File: config.mk
export PLATFORM = sky130hd
export DESIGN_NAME = uart_tx_arb_flat
export DESIGN_NICKNAME = d
export VERILOG_FILES = /design/src/rtl/uart_pkg.sv /design/src/rtl/uart_tx_arb_if.sv /design/src/rtl/uart_rr_pick.sv /design/src/rtl/uart_tx_arb.sv /design/src/flat_wrapper.sv
export SDC_FILE = /design/constraint.sdc
export NUM_CORES = 1
export LEC_CHECK = 0
export CAP_MARGIN = 25
export CORE_UTILIZATION = 37
export CTS_BUF_LIST = sky130_fd_sc_hd__clkbuf_8
export DETAILED_ROUTE_END_ITERATION = 8
export PLACE_DENSITY_LB_ADDON = 0.1
export SLEW_MARGIN = 20
export SYNTH_ARGS = -nofsm -noshare
export SYNTH_HDL_FRONTEND = slang
export SYNTH_SLANG_ARGS = --single-unit
File: constraint.sdc
create_clock -name clk -period 1.3 [get_ports clk]
set_clock_uncertainty 0.1 [all_clocks]
set_input_delay 0.195 -clock clk [delete_from_list [all_inputs] [get_ports clk]]
set_output_delay 0.195 -clock clk [all_outputs]
set_load 0.05 [all_outputs]
File: src/rtl/uart_pkg.sv
// uart_pkg: shared UART byte/grant widths and TX arbiter state encoding
package uart_pkg;
  localparam int UART_BYTE_W = 8;
  localparam int GRANT_W = 3;
  localparam int MAX_REQ = 1 << GRANT_W;
  typedef enum logic [0:0] {IDLE = 1'b0, LOCKED = 1'b1} arb_state_e;
endpackage

File: src/rtl/uart_tx_arb_if.sv
// uart_tx_arb_if: requester byte streams plus TX FIFO write side; master = arbiter, slave = requesters/FIFO
interface uart_tx_arb_if #(parameter int NREQ = 2);
  logic [NREQ-1:0] req_valid;
  logic [NREQ-1:0] req_last;
  logic [NREQ-1:0] req_ready;
  logic [NREQ*uart_pkg::UART_BYTE_W-1:0] req_data;
  logic fifo_full;
  logic fifo_wr_en;
  logic [uart_pkg::UART_BYTE_W-1:0] fifo_din;
  modport master (input req_valid, req_last, req_data, fifo_full, output req_ready, fifo_wr_en, fifo_din);
  modport slave (output req_valid, req_last, req_data, fifo_full, input req_ready, fifo_wr_en, fifo_din);
endinterface

File: src/rtl/uart_rr_pick.sv
// uart_rr_pick: combinational round-robin picker (req_i, last_grant_i -> any_o, first set req after last_grant_i as pick_o)
module uart_rr_pick import uart_pkg::*; #(
  parameter int NREQ = 2
) (
  input  logic [NREQ-1:0]    req_i,
  input  logic [GRANT_W-1:0] last_grant_i,
  output logic               any_o,
  output logic [GRANT_W-1:0] pick_o
);
  logic [MAX_REQ-1:0] req_p;
  logic [GRANT_W-1:0] idx;
  assign req_p = MAX_REQ'(req_i);
  always_comb begin
    any_o = |req_i;
    pick_o = '0;
    idx = '0;
    for (int k = NREQ; k >= 1; k--) begin
      idx = GRANT_W'((int'(last_grant_i) + k) % NREQ);
      if (req_p[idx]) pick_o = idx;
    end
  end
endmodule

File: src/rtl/uart_tx_arb.sv
// uart_tx_arb: round-robin message-locked arbiter onto the UART TX FIFO write port (clk, rst_n, arb_en, bus, busy, grant_id, timeout_err)
module uart_tx_arb import uart_pkg::*; #(
  parameter int NREQ = 2,
  parameter int LOCK_TIMEOUT = 256,
  parameter int TO_W = 9
) (
  input  logic               clk,
  input  logic               rst_n,
  input  logic               arb_en,
  uart_tx_arb_if.master      bus,
  output logic               busy,
  output logic [GRANT_W-1:0] grant_id,
  output logic               timeout_err
);
  arb_state_e state_q, state_d;
  logic [GRANT_W-1:0] grant_q, grant_d, last_q, last_d, pick;
  logic [TO_W-1:0] cnt_q, cnt_d;
  logic any, locked, beat, tmo, done;
  logic [MAX_REQ-1:0] valid_p, last_p;
  logic [MAX_REQ-1:0][UART_BYTE_W-1:0] data_p;
  uart_rr_pick #(.NREQ(NREQ)) u_pick (
    .req_i(bus.req_valid),
    .last_grant_i(last_q),
    .any_o(any),
    .pick_o(pick)
  );
  assign valid_p = MAX_REQ'(bus.req_valid);
  assign last_p = MAX_REQ'(bus.req_last);
  assign data_p = (MAX_REQ * UART_BYTE_W)'(bus.req_data);
  assign locked = state_q == LOCKED;
  assign beat = locked & valid_p[grant_q] & ~bus.fifo_full;
  // a beat in the final counted cycle wins over the timeout
  assign tmo = locked & ~beat & (cnt_q == TO_W'(LOCK_TIMEOUT - 1));
  assign done = (beat & last_p[grant_q]) | tmo;
  assign bus.req_ready = locked & ~bus.fifo_full ? NREQ'(1) << grant_q : '0;
  assign bus.fifo_wr_en = beat;
  assign bus.fifo_din = beat ? data_p[grant_q] : '0;
  assign busy = locked;
  assign grant_id = grant_q;
  assign timeout_err = tmo;
  always_comb begin
    state_d = locked ? (done ? IDLE : LOCKED) : (arb_en & any ? LOCKED : IDLE);
    grant_d = ~locked & arb_en & any ? pick : grant_q;
    last_d = done ? grant_q : last_q;
    cnt_d = locked & ~beat ? cnt_q + 1'b1 : '0;
  end
  always_ff @(posedge clk or negedge rst_n) begin
    if (!rst_n) begin
      state_q <= IDLE;
      grant_q <= '0;
      last_q <= GRANT_W'(NREQ - 1);
      cnt_q <= '0;
    end else begin
      state_q <= state_d;
      grant_q <= grant_d;
      last_q <= last_d;
      cnt_q <= cnt_d;
    end
  end
endmodule

File: src/flat_wrapper.sv
// flat-port wrapper written by rule: the top's interface ports become plain ports
module uart_tx_arb_flat import uart_pkg::*;
#(
  parameter int NREQ = 2,
  parameter int LOCK_TIMEOUT = 256,
  parameter int TO_W = 9
)
  (clk, rst_n, arb_en, busy, grant_id, timeout_err, bus_req_valid, bus_req_last, bus_req_data, bus_fifo_full, bus_req_ready, bus_fifo_wr_en, bus_fifo_din);
  uart_tx_arb_if #(.NREQ(NREQ)) bus_i ();
  input  logic clk;
  input  logic rst_n;
  input  logic arb_en;
  output logic busy;
  output logic [GRANT_W-1:0] grant_id;
  output logic timeout_err;
  input wire logic [$bits(bus_i.req_valid)-1:0] bus_req_valid;
  input wire logic [$bits(bus_i.req_last)-1:0] bus_req_last;
  input wire logic [$bits(bus_i.req_data)-1:0] bus_req_data;
  input wire logic [$bits(bus_i.fifo_full)-1:0] bus_fifo_full;
  output wire logic [$bits(bus_i.req_ready)-1:0] bus_req_ready;
  output wire logic [$bits(bus_i.fifo_wr_en)-1:0] bus_fifo_wr_en;
  output wire logic [$bits(bus_i.fifo_din)-1:0] bus_fifo_din;
  assign bus_i.req_valid = bus_req_valid;
  assign bus_i.req_last = bus_req_last;
  assign bus_i.req_data = bus_req_data;
  assign bus_i.fifo_full = bus_fifo_full;
  assign bus_req_ready = bus_i.req_ready;
  assign bus_fifo_wr_en = bus_i.fifo_wr_en;
  assign bus_fifo_din = bus_i.fifo_din;
  uart_tx_arb #(.NREQ(NREQ), .LOCK_TIMEOUT(LOCK_TIMEOUT), .TO_W(TO_W)) u_core (.clk(clk), .rst_n(rst_n), .arb_en(arb_en), .bus(bus_i), .busy(busy), .grant_id(grant_id), .timeout_err(timeout_err));
endmodule
# Word level (Yosys, flattened, before mapping)

Cells that the tools add are included.

Bits in registers: 14
Word-level logic and storage cells: 46
Output and inout port bits: 16
Bits of input ports: 24

Shift-type cells: 1
Order comparisons: 3
$add $sub $neg: 3
Multiplexer cells: 18
Bitwise logic cells: 15
Reductions and logical operators: 1
Eq/ne operators: 1

Operators with widths:

| kind                                                        | count |
|---|---|
| binary-select mux 8 bit (select 3 bit)                      | 1 |
| two-way mux 8 bit                                           | 2 |
| less-than comparator 3 x 4 -> 1 bit (second input constant) | 3 |
| adder 9 x 1 -> 9 bit (second input constant)                | 1 |
| bitwise AND 1 bit                                           | 9 |
| == test 9 x 8 -> 1 bit (second input constant)              | 1 |
| two-way mux 9 bit                                           | 1 |
| two-way mux 1 bit                                           | 7 |
| binary-select mux 1 bit (select 3 bit)                      | 2 |
| two-way mux 3 bit                                           | 2 |
| binary-select mux 1 bit (select 2 bit)                      | 2 |
| NOT 1 bit                                                   | 3 |
| left shift 1 x 3 -> 2 bit (first input constant)            | 1 |
| adder 1 bit (second input constant)                         | 2 |
| bitwise AND 1 bit (first input constant)                    | 2 |
| two-way mux 2 bit                                           | 1 |
| OR reduction 2 bit                                          | 1 |
| OR 1 bit                                                    | 1 |

# Depth between registers and ports, before layout

Gate-level depths: netlist of the first run.

Depth in word-level cells: 10
Gate-level depth with buffers: 7
Gate-level depth less buffers: 7

# Cells and area by module

From an unflattened synthesis of the first run, not the netlist that was laid out.

Cells, all modules: 87
Area total of the unflattened synthesis: 915.9 um^2

Modules (own cells, without submodules):

| module       | area each (um^2) | cells an instance | instances | seq. area each (um^2) |
|---|---|---|---|---|
| uart_tx_arb  | 883.3            | 82                | 1         | 401.6 |
| uart_rr_pick | 32.5             | 5                 | 1         | 0.0 |

# Worst setup path before layout of the first run

No wires, ideal clock.

Path kind: reg-to-output
From: reg u_core.state_q (netlist: u_core.busy)
To: out bus_fifo_din[0]
Path buffers: 1
Required time: 1.005 ns
Setup slack: -0.876 ns
Data arrival time: 1.881 ns
Cell stages (with the launch flop): 5
Cells stage by stage: dfrtp_1 clkbuf_2 and2b_1 nand2_4 nor2_1

Cells in the longest elaborated chain, start to end: 3

Ends and longest elaborated chain:

| what                            | RTL line           | RTL |
|---|---|---|
| start, declared                 | uart_tx_arb.sv:15  | `arb_state_e state_q, state_d;` |
| start signal, assigned          | uart_tx_arb.sv:54  | `state_q <= state_d;` |
| bitwise AND 1 bit (2 in series) | uart_tx_arb.sv:31  | `assign beat = locked & valid_p[grant_q] & ~bus.fifo_full;` |
| two-way mux 8 bit               | uart_tx_arb.sv:37  | `assign bus.fifo_din = beat ? data_p[grant_q] : '0;` |
| end, declared                   | flat_wrapper.sv:22 | `output wire logic [$bits(bus_i.fifo_din)-1:0] bus_fifo_din;` |

No other way between the ends.

# Worst setup path after layout of the first run

From: reg u_core.cnt_q[0]
To: out timeout_err

Cells in the longest elaborated chain, start to end: 2

Ends and longest elaborated chain:

| what                   | RTL line           | RTL |
|---|---|---|
| start, declared        | uart_tx_arb.sv:17  | `logic [TO_W-1:0] cnt_q, cnt_d;` |
| start signal, assigned | uart_tx_arb.sv:57  | `cnt_q <= cnt_d;` |
| == test 9 x 8 -> 1 bit | uart_tx_arb.sv:33  | `assign tmo = locked & ~beat & (cnt_q == TO_W'(LOCK_TIMEOUT - 1));` |
| bitwise AND 1 bit      | uart_tx_arb.sv:33  |  |
| end, declared          | flat_wrapper.sv:15 | `output logic timeout_err;` |

No other way between the ends.

==> reports/results.tsv, run 1 <==
metric	value	unit
num_vias	1080	
grt_pass1_wl	5.27	mm
netlist_area	806	µm²
syn-instance-count	89	
layout_setup_ws	-0.549	ns
fin_crit_sh	1.42	
path_class	flip-flop to output pin	
wl	4.24	mm
hpwlAfterDp	1.97	mm
drc	0	
root_buffer	clkbuf_8	
endpoint_kind	output pin	
insertion_delay	0.25	ns
fill_cells	52	
gp_congestion	0.808	
cap_violations	0	
io_pins	40	
grt_max_degree	14	
power	0.00356	W
hp-class	input pin to asynchronous set/reset pin	
syn2layout_area_growth	134	%
clock_sinks	12	
hold_violations	0	
dp.cells	172	
holdWs	0.154	ns
leakage	0.788	nW
cts_hold_buf	0	
ir_drop	0.00134	V
drive_above_1_share	0.531	
power.density	1880	nW/µm²
outcome	finished, violations left	
fin_area	1890	µm²
period_needed	1.85	ns
fmax	0.541	GHz
die_h	48.7	µm
drt-initial-drc-count	34	
start_kind	flip-flop	
yosys_register_bits	12	
grt_pass1_vias	1067	
dieArea	2370	µm²
placed_area	1610	µm²
antenna_found_initial	0	
rsz0062_at_grt	true	
postRouteAntennaNets	0	
diodes	0	
dp_slack	-0.371	ns
wire_per_inst	22.7	µm
clockBufferDepth	2	
overflow	0	
htreeDepth	1	
grt.total_usage	0.298	
coreArea	2000	µm²
numCtsBuffers	3	
die_w	48.7	µm
ys_seq_area_frac	0.374	
crit_arrival	1.55	ns
stdcell_count	187	
setup_violations	24	
core.rowCount	16	
required	1.00	ns
slew_violations	0	
path_max_fanout	2	
dr.pass1.iters	4	
start_util	0.403	
nets	187	
syn_area_per_cell	9.05	µm²
vias_per_cell	5.78	
clkTransAtPathRegs	0.06	ns
yosys_warnings	0	
port-buffer-count	37	
violations	setup timing	
cts_tree	built	
synthDistinctLibCells	33	
## power by group
part | switching [W] | total, W | internal, W | leakage (nW)
Sequential | 0.0000840 | 0.000551 | 0.000467 | 0.155
Clock | 0.000169 | 0.000438 | 0.000269 | 0.0288
Combinational | 0.00127 | 0.00257 | 0.00129 | 0.604
## synthesized netlist by cell type, drive strengths merged
master / n / area, µm²
a21boi: 1 / 7.51
a21oi: 3 / 18.8
a32o: 1 / 10.0
and2: 1 / 6.26
and2b: 1 / 7.51
and3: 2 / 12.5
buf: 4 / 31.3
clkbuf: 1 / 5.00
conb: 1 / 3.75
dfrtp: 11 / 275
dfstp: 1 / 26.3
ha: 2 / 25.0
inv: 3 / 11.3
mux2: 1 / 15.0
mux2i: 10 / 100
nand2: 5 / 26.3
nand2b: 2 / 12.5
nand3: 5 / 25.0
nand4: 4 / 25.0
nor2: 16 / 60.1
nor2b: 1 / 6.26
o21ai: 5 / 28.8
o221ai: 1 / 15.0
o22ai: 1 / 6.26
or3: 3 / 18.8
xnor2: 1 / 8.76
xor2: 2 / 17.5
## metrics by stage
| stage | utilization | TNS, ns |
|---|---|---|
| global placement | 0.803 | -6.56 |
| floorplan | - | -5.14 |
| global route | 0.943 | -10.11 |
| detailed placement | 0.803 | -7.15 |
| finish | 0.943 | -9.69 |
| CTS | 0.889 | -7.07 |
## cell usage in the layout (no fill, tap or decap), drive strengths merged, types with 4 or more instances in the layout
cell and count:
dfrtp 11, nand4 4, buf 48, nand2 5, mux2i 10, clkdlybuf4s50 22, nor2 16, o21ai 5
clkbuf 4, nand3 5
## flip-flops by register name, indices dropped and copies added, names as in the netlist
| register | count |
|---|---|
| u_core.last_q | 1 |
| u_core.busy | 1 |
| u_core.grant_id | 1 |
| u_core.cnt_q | 9 |
## timing repair
item / CTS / global route
gates resized for setup: 20 / 19
setup endpoints to repair: 24 / 24
pin swaps: 12 / 10
setup buffers: 6 / 8
## layer usage
| metal | GRT usage | up-vias | wire [µm] |
|---|---|---|---|
| met3 | 0.0535 | 25 | 365 |
| met1 | 0.324 | 503 | 1490 |
| met2 | 0.574 | 99 | 2110 |
| met5 | 0 | - | 0 |
| li1 | - | 453 | - |
| met4 | 0.0931 | 0 | 279 |
## worst max-delay path: stages (launching register included)
cell	delay (ns)
dfrtp_1	0.40
ha_4	0.16
nand4_1	0.09
nor2_1	0.13
ha_2	0.20
and3_4	0.20
buf_12	0.13
## cell families after synthesis
kind of cell / synth area share
muxes: 0.143
DFF: 0.374
other: 0.00465
AOI/OAI and AO/OA: 0.107
and+or+nand+nor: 0.248
buffers and inverters: 0.0590
adders and majority gates: 0.0311
xor gates and xnor gates: 0.0326
## path summary, 6_finish.rpt
check / endpoint / cells past startpoint / startpoint / slack (ns)
setup reg to reg: u_core.cnt_q[6] / 6 / u_core.grant_id[0] / -0.44
min in group clk: u_core.last_q[0] / 2 / u_core.last_q[0] / 0.43
hold reg to reg: u_core.last_q[0] / 2 / u_core.last_q[0] / 0.43
setup / recovery: timeout_err / 6 / u_core.cnt_q[0] / -0.55
hold / removal: u_core.cnt_q[5] / 2 / rst_n / 0.15
max in group asynchronous: u_core.last_q[0] / 2 / rst_n / 0.71
## layout make-up
cell class,instances,area (µm²),area share
Timing Repair Buffer,71,860,0.456
Clock buffer,4,55.1,0.0292
Tap cell,27,33.8,0.0179
Inverter,3,16.3,0.00862
Sequential cell,12,304,0.161
Multi-Input combinational cell,70,618,0.328
No activity file was read; power rests on OpenSTA's default activity.
==> inputs of run 2 (changes only) <==
--- a/config.mk
+++ b/config.mk
@@ -9,7 +9,8 @@
 export CORE_UTILIZATION = 37
 export CTS_BUF_LIST = sky130_fd_sc_hd__clkbuf_8
 export DETAILED_ROUTE_END_ITERATION = 8
-export PLACE_DENSITY_LB_ADDON = 0.1
+export PLACE_DENSITY = 0.89
+export REMOVE_ABC_BUFFERS = 1
 export SLEW_MARGIN = 20
 export SYNTH_ARGS = -nofsm -noshare
 export SYNTH_HDL_FRONTEND = slang
==> reports/results.tsv, run 2 (synthesized netlist as in run 1, its figures left out) <==
metric	value	unit
outcome	finished, violations left	
violations	setup timing	
coreArea	2000	µm²
die_w	48.7	µm
grt_pass1_wl	6.33	mm
clockBufferDepth	2	
dr.pass1.iters	4	
num_vias	1205	
grt_pass1_vias	1149	
antenna_found_initial	0	
hpwlAfterDp	2.13	mm
drive_above_1_share	0.545	
wire_per_inst	28.2	µm
numCtsBuffers	3	
grt.total_usage	0.373	
die_h	48.7	µm
vias_per_cell	6.28	
start_util	0.403	
drt-initial-drc-count	61	
overflow	0	
dieArea	2370	µm²
rsz0062_at_grt	true	
port-buffer-count	37	
setup-tns-final	-9.25	ns
comb_power_share	0.744	
clkTransAtPathRegs	0.06	ns
switching_share	0.455	
wl	5.42	mm
root_buffer	clkbuf_8	
grt_max_degree	11	
slew_violations	0	
power	0.00364	W
pwr-share-clk	0.100	
cts_tree	built	
nets	192	
gp_congestion	0.866	
power.internal	0.00198	W
regMostFlops	u_core.cnt_q	
dp_slack	-0.424	ns
diodes	0	
postRouteAntennaNets	0	
hold_violations	0	
setup_violations	25	
holdWs	0.0750	ns
drc	0	
cap_violations	0	
clock_sinks	12	
leakage	0.819	nW
layout_setup_ws	-0.631	ns
htreeDepth	1	
largest_reg_flops	9	
p_seq_frac	0.155	
stdcell_count	192	
period_needed	1.93	ns
insertion_delay	0.25	ns
ir_drop	0.00199	V
fin_crit_sh	1.49	
hp-class	input pin to asynchronous set/reset pin	
required	1.00	ns
endpoint_kind	output pin	
path_class	flip-flop to output pin	
cts_hold_buf	0	
p_switching	0.00165	W
start_kind	flip-flop	
power.density	1900	nW/µm²
final_cell_mix	clkdlybuf4s50_1 (22), buf_4 (22), buf_12 (15), buf_6 (13), dfrtp_1 (10)	
io_pins	40	
core.rowCount	16	
crit_arrival	1.64	ns
syn2layout_area_growth	137	%
path_max_fanout	2	
fmax	0.518	GHz
dp.cells	166	
run 2: cell count changes in the layout (fill, tap and decap cells not counted), sizes merged:
cell	before	now
buf	48	51
inv	3	4
nand2	5	6
run 2: through the flow:
step,utilization,area (µm²)
3_3_place_gp,0.722,1450
5_1_grt,0.956,1910
2_1_floorplan,-,773
6_report,0.956,1910
4_1_cts,0.876,1750
3_5_place_dp,0.722,1450
run 2: path summary, 6_finish.rpt:
kind,startpoint,cells past startpoint,end,slack (ns)
max,u_core.cnt_q[1],6,timeout_err,-0.63
min,rst_n,1,u_core.cnt_q[5],0.08
max reg2reg,u_core.cnt_q[1],9,u_core.last_q[0],-0.55
min reg2reg,u_core.last_q[0],2,u_core.last_q[0],0.48
max in group asynchronous,rst_n,2,u_core.grant_id[0],0.60
min in group clk,u_core.last_q[0],2,u_core.last_q[0],0.48
run 2: area by class of cell:
cell class	instances	area [µm²]
tap	27	33.8
sequential	12	303
timing repair buffer	75	881
clock buffer	3	41.3
multi-input combinational	71	637
inverter	3	13.8
fill	52	88.8
clock inverter	1	3.75
run 2: critical path: stages (launching register included):
cell	delay [ns]
dfrtp_1	0.37
ha_2	0.22
nand4_1	0.12
nor2_1	0.13
ha_2	0.20
and3_4	0.21
buf_12	0.14
run 2: what timing repair did:
action / in CTS / in global routing
buffers inserted: 13 / 6
gates resized for setup: 38 / 26
pin swaps: 9 / 13
gates cloned: 1 / 2
endpoints found under the setup margin: 24 / 24
run 2: power by group through the flow:
stage               Clock (W)  Combinational [W]  Sequential [W]
floorplan                   0           0.000660        0.000726
global placement            0            0.00163        0.000510
finish               0.000364            0.00271        0.000565
CTS                  0.000344            0.00222        0.000550
detailed placement          0            0.00167        0.000521
global route         0.000380            0.00277        0.000561
run 2: metal layers:
metal / GRT usage / wire [µm]
met1: 0.423 / 1830
met5: 0 / 0
met4: 0.147 / 586
met3: 0.0912 / 588
met2: 0.664 / 2420
